**config.mk**
```make
export PLATFORM = sky130hd
export DESIGN_NAME = lb_uart_rx
export DESIGN_NICKNAME = d
export VERILOG_FILES = /design/src/rtl/lb_uart_pkg.sv /design/src/rtl/lb_sync_2ff.sv /design/src/rtl/lb_uart_rx.sv
export SDC_FILE = /design/constraint.sdc
export NUM_CORES = 1
export LEC_CHECK = 0
export BUFFER_PORTS_ARGS = -buffer_cell sky130_fd_sc_hd__buf_2
export CAP_MARGIN = 20
export CORE_MARGIN = 2
export CORE_UTILIZATION = 45
export CTS_CLUSTER_DIAMETER = 100
export DETAILED_ROUTE_END_ITERATION = 16
export HOLD_SLACK_MARGIN = 0.12
export PLACE_DENSITY = 0.74
export SLEW_MARGIN = 20
export SYNTH_ARGS = -nofsm -noshare
export SYNTH_HDL_FRONTEND = slang
export SYNTH_SLANG_ARGS = --single-unit
export TNS_END_PERCENT = 10
```
**constraint.sdc**
```tcl
create_clock -name clk -period 2.28 [get_ports clk]
set_input_delay 0 -clock clk [delete_from_list [all_inputs] [get_ports clk]]
set_output_delay 0 -clock clk [all_outputs]
set_load 0.05 [all_outputs]
```
**src/rtl/lb_uart_pkg.sv**
```systemverilog
// Shared UART definitions: receiver state encoding, oversampling constants
// and the default frame shape used by both the transmitter and the receiver.
package lb_uart_pkg;

  localparam int unsigned OVERSAMPLE    = 16;
  localparam int unsigned MID_SAMPLE    = 7;
  localparam int unsigned TICK_W        = $clog2(OVERSAMPLE);

  localparam int unsigned DEF_DATA_BITS = 8;
  localparam int unsigned DEF_PARITY_EN = 1;
  localparam int unsigned DEF_STOP_BITS = 2;

  typedef enum logic [2:0] {
    IDLE,
    START,
    DATA,
    PARITY,
    STOP
  } rx_state_t;

endpackage

```
**src/rtl/lb_sync_2ff.sv**
```systemverilog
// Two-flop synchronizer for an asynchronous input; both flops reset to 1 so an
// idle-high line reads as idle straight out of reset.
module lb_sync_2ff (
  input  logic clk,
  input  logic reset,
  input  logic d,
  output logic q
);

  logic meta;

  always_ff @(posedge clk) begin
    if (reset) begin
      meta <= 1'b1;
      q    <= 1'b1;
    end else begin
      meta <= d;
      q    <= meta;
    end
  end

endmodule

```
**src/rtl/lb_uart_rx.sv**
```systemverilog
// UART receiver: 16x oversampled deserialiser with even-parity and framing
// checks, feeding a one-deep holding buffer read through a rdy/rd handshake.
module lb_uart_rx
  import lb_uart_pkg::*;
#(
  parameter int unsigned DATA_BITS = DEF_DATA_BITS,
  parameter int unsigned PARITY_EN = DEF_PARITY_EN,
  parameter int unsigned STOP_BITS = DEF_STOP_BITS
) (
  input  logic                 clk,
  input  logic                 reset,
  input  logic                 baud_tick,
  input  logic                 rx,
  input  logic                 rd,
  output logic [DATA_BITS-1:0] data_out,
  output logic                 rdy,
  output logic                 parity_err,
  output logic                 frame_err,
  output logic                 overrun,
  output logic                 busy
);

  localparam int unsigned BIT_W = $clog2(DATA_BITS + STOP_BITS);

  localparam logic [TICK_W-1:0] TICK_MID  = TICK_W'(MID_SAMPLE);
  localparam logic [TICK_W-1:0] TICK_LAST = TICK_W'(OVERSAMPLE - 1);
  localparam logic [BIT_W-1:0]  DATA_LAST = BIT_W'(DATA_BITS - 1);
  localparam logic [BIT_W-1:0]  STOP_LAST = BIT_W'(STOP_BITS - 1);

  rx_state_t            state, state_nxt;
  logic [TICK_W-1:0]    tick_cnt, tick_nxt;
  logic [BIT_W-1:0]     bit_cnt, bit_nxt;
  logic [DATA_BITS-1:0] shreg, shreg_nxt;
  logic                 perr, perr_nxt;
  logic                 ferr, ferr_nxt;
  logic                 armed, armed_nxt;
  logic                 commit_c;
  logic                 rx_s;

  lb_sync_2ff u_sync (
    .clk   (clk),
    .reset (reset),
    .d     (rx),
    .q     (rx_s)
  );

  // Next-state, counter and sampling logic; everything advances on baud_tick only
  always_comb begin
    state_nxt = state;
    tick_nxt  = tick_cnt;
    bit_nxt   = bit_cnt;
    shreg_nxt = shreg;
    perr_nxt  = perr;
    ferr_nxt  = ferr;
    armed_nxt = armed;
    commit_c  = 1'b0;

    if (state == IDLE && rx_s) armed_nxt = 1'b1;

    if (baud_tick) begin
      tick_nxt = tick_cnt + TICK_W'(1);
      case (state)
        IDLE: begin
          if (armed && !rx_s) begin
            state_nxt = START;
            tick_nxt  = '0;
            perr_nxt  = 1'b0;
            ferr_nxt  = 1'b0;
          end
        end
        START: begin
          if (tick_cnt == TICK_MID) begin
            if (rx_s) begin
              state_nxt = IDLE;
            end else begin
              state_nxt = DATA;
              tick_nxt  = '0;
              bit_nxt   = '0;
            end
          end
        end
        DATA: begin
          if (tick_cnt == TICK_LAST) begin
            shreg_nxt = {rx_s, shreg[DATA_BITS-1:1]};
            bit_nxt   = bit_cnt + BIT_W'(1);
            if (bit_cnt == DATA_LAST) begin
              bit_nxt   = '0;
              state_nxt = (PARITY_EN != 0) ? PARITY : STOP;
            end
          end
        end
        PARITY: begin
          if (tick_cnt == TICK_LAST) begin
            perr_nxt  = (^shreg) ^ rx_s;
            state_nxt = STOP;
          end
        end
        STOP: begin
          if (tick_cnt == TICK_LAST) begin
            if (!rx_s) ferr_nxt = 1'b1;
            bit_nxt = bit_cnt + BIT_W'(1);
            // Re-arm only if the final stop bit was high, so a held break cannot retrigger
            if (bit_cnt == STOP_LAST) begin
              commit_c  = 1'b1;
              state_nxt = IDLE;
              armed_nxt = rx_s;
            end
          end
        end
        default: state_nxt = IDLE;
      endcase
    end
  end

  always_ff @(posedge clk) begin
    if (reset) begin
      state      <= IDLE;
      tick_cnt   <= '0;
      bit_cnt    <= '0;
      shreg      <= '0;
      perr       <= 1'b0;
      ferr       <= 1'b0;
      armed      <= 1'b0;
      data_out   <= '0;
      rdy        <= 1'b0;
      parity_err <= 1'b0;
      frame_err  <= 1'b0;
      overrun    <= 1'b0;
      busy       <= 1'b0;
    end else begin
      state    <= state_nxt;
      tick_cnt <= tick_nxt;
      bit_cnt  <= bit_nxt;
      shreg    <= shreg_nxt;
      perr     <= perr_nxt;
      ferr     <= ferr_nxt;
      armed    <= armed_nxt;
      busy     <= (state_nxt != IDLE);

      // Commit beats a same-cycle read: buffer stays full, no overrun recorded
      if (commit_c) begin
        data_out   <= shreg;
        parity_err <= perr;
        frame_err  <= ferr_nxt;
        rdy        <= 1'b1;
        overrun    <= (rd && rdy) ? 1'b0 : (overrun | rdy);
      end else if (rd && rdy) begin
        rdy     <= 1'b0;
        overrun <= 1'b0;
      end
    end
  end

endmodule

```
==> impl_metrics.csv <==
group,metric,value,unit
placement,dp_hpwl,2210,µm
setup_path,crit_path_max_fanout,13,
layout,n_antenna_cell,0,
placement,place_congestion,0.836,
floorplan,num_rows,22,
layout,area_delta_synth_final,14.5,%
clock_tree,cts-root-buf,"clkbuf_8",
placement,pre_cts_ws,0.250,ns
synthesis,muxShareOfSynthArea,4.65,%
global_routing,grtUsageMet1,22.2,%
floorplan,die_x,65.9,µm
synthesis,synthFlopType,"dfxtp_1",
synthesis,synth_fa_ha_area_share,2.18,%
synthesis,synth_edf_count,0,
timing,timing_hold_violations_final,0,
global_routing,use_met2,26.4,%
setup_path,start_kind,"flip-flop",
pwr,ir_worst_vdd,425,µV
setup_path,cp.required,2.47,ns
detailed_routing,drt.antenna.violating_nets,0,
timing,fin_skew,0.00664,ns
placement,dp.cells,254,
floorplan,die_y,65.9,µm
global_routing,grt_pass1_vias,1280,
clock_tree,insertion_delay,0.28,ns
timing,fin_crit_sh,90.8,%
synthesis,synthTopCellsByArea,"dfxtp_1 43%, nand2_1 5.9%, a21oi_1 5.5%, mux2i_1 4.7%, nor2_1 4.1%",
synthesis,synthXorXnorAreaFrac,5.89,%
timing,period_minus_slack,2.07,ns
synthesis,synthSimpleGateAreaFrac,24.6,%
timing,fin_ws,0.209,ns
setup_path,worstSetupStartpoint,"tick_cnt[0]$_SDFFE_PP0P_",
detailed_routing,dr.pass1.iters,4,
setup_path,endpoint_kind,"flip-flop",
detailed_routing,via_per_inst,5.28,
timing,finalMaxSlewViolations,0,
min_path,hp-class,"in -> reg",
global_routing,busiest_layer,"met2",
synthesis,synth_top_cell_by_area,"dfxtp_1",
floorplan,initial_core_util,47.0,%
synthesis,synthesis.nets,206,
global_routing,gr-total-overflow,0,
synthesis,ys_seq_elements,37,
job,drv_cap,0,
layout,layoutNonFillerInstCount,264,
run_status,status,"finished clean",
pwr,leakage,0.774,nW
pwr,p_per_area,715,nW/µm²
synthesis,yosysWarnings,0,
synthesis,ys_seq_area_share,43.0,%
setup_path,rr_startpoint,"tick_cnt[0]$_SDFFE_PP0P_",
clock_tree,clkSinkCount,37,
detailed_routing,wl_per_cell,12.4,µm
layout,num-nets-final,223,
layout,fill_cells,344,
floorplan,io-pin-count,18,
global_routing,grtUsageMet3,4.09,%
floorplan,core-area,3660,µm²
detailed_routing,drt_first_iter_violations,71,
clock_tree,cts_tree,"yes",
setup_path,cp.arrival,2.27,ns
floorplan,die_area,4340,µm²
synthesis,synth-compound-area-share,15.4,%
pwr,power.total,0.00141,W
layout,final_common_cell,"dfxtp_1",
timing,setup_tns,0,ns
synthesis,async_reset_ff_share,0,%
timing,slew_headroom,58.1,%
synthesis,yosysUniqueCellTypes,45,
synthesis,syn-cell-area,1720,µm²
global_routing,grt_max_degree,37,
layout,drive_gt1_share,17.1,%
clock_tree,cts_made_buffers,5,
layout,mostFrequentLayoutCells,"37 x dfxtp_1, 27 x nand2_1, 19 x a21oi_1, 19 x nor2_1, 17 x buf_2",
min_path,hold_start,"baud_tick",
clock_tree,htreeDepth,2,
detailed_routing,drc_errors,0,
detailed_routing,vias,1395,
placement,io_buffers,17,
timing,tightest_slew,0.629,ns
timing,timing.hold.ws,0.143,ns
timing,setup_viol,0,
global_routing,gr-usage-all-layers,16.8,%
synthesis,synthCells,198,
setup_path,crit_type,"reg -> reg",
clock_tree,clockBufferDepth,2,
clock_tree,post_cts_resized,0,
synthesis,synth.top_cell.area_share,43.0,%
clock_tree,clk_pin_slew,0.07,ns
detailed_routing,wl,3260,µm
synthesis,avgSynthCellArea,8.70,µm²
timing,rsz0062_at_grt,"no",
global_routing,grt_first_pass_wirelength,5670,µm
synthesis,synth_top_family_by_area,"simple AND/OR/NAND/NOR gates",
global_routing,antenna_found_initial,0,
timing,fmaxAchievable,483,MHz
## cell families after synthesis
group                      after synthesis
and+or+nand+nor                         83
xor gates and xnor gates                10
muxes                                    8
DFF                                     37
AOI/OAI and AO/OA                       41
buffers and inverters                   16
adders and majority gates                3
## what timing repair did
action                    4_1_cts  5_1_grt
hold endpoints to repair        3        0
hold buffers                    2        0
buffers inserted                0        0
## report_power, final
group / internal, W / total, W / switching, W
registers: 0.000667 / 0.000687 / 0.0000202
clock network: 0.000356 / 0.000577 / 0.000221
logic: 0.0000553 / 0.000146 / 0.0000904
total: 0.00108 / 0.00141 / 0.000332
## worst paths after layout
path,endpoint,slack [ns],depth (start not counted)
setup / recovery,overrun$_SDFFE_PP0P_,0.21,7
hold / removal,tick_cnt[1]$_SDFFE_PP0P_,0.14,3
setup reg to reg,overrun$_SDFFE_PP0P_,0.21,7
hold reg to reg,u_sync.q$_SDFF_PP1_,0.42,1
## flip-flops by register name, summed over array words and instances, names as in the netlist, 3 cells and up
register and flops:
shreg 8, tick_cnt 4, state 3, data_out 8
bit_cnt 4
## stage by stage
step	cell area (µm²)	util, %
2_1_floorplan	1720	-
3_3_place_gp	1840	50.1
3_5_place_dp	1840	50.1
4_1_cts	1970	53.9
5_1_grt	1970	53.9
6_report	1970	53.9
## cell usage after synthesis (2+ instances only)
master    instances
or3_1             3
inv_1             3
mux2i_1           8
ha_1              3
nor2_1           19
o21ai_0           3
xnor2_1           7
nor2b_1           3
a31oi_1           3
a211oi_1          4
nand3_1           7
nand2_1          27
or2_2             3
nor3b_1           2
dfxtp_1          37
xor2_1            2
clkbuf_1          7
nand3b_1          3
nand2b_1          5
a21oi_1          19
or4_1             2
nor3_1            2
buf_2             4
## critical path, stage by stage, from the launching register on
cell      delay (ns)
dfxtp_1         0.37
ha_1            0.33
nand3_1         0.23
nor4b_2         0.42
and3_1          0.21
buf_4           0.19
a21oi_1         0.08
a211oi_1        0.16
## layout make-up
cell class / count / area (µm²) / share of cell area [%]
clock buffers: 7 / 86.3 / 4.38
clock inverters: 1 / 30.0 / 1.52
inverters: 3 / 11.3 / 0.571
multi-input cells: 145 / 908 / 46.1
flip-flops and latches: 37 / 741 / 37.6
well taps: 48 / 60.1 / 3.05
repair buffers: 23 / 135 / 6.85
## layer usage
metal  up-vias  part of all wire (%)
met2        23                    47
met1       647                    48
met3         5                   4.1
met4         0                   1.3
met5         -                     0
li1        720                     -
Power figures use the tool's default switching activity.
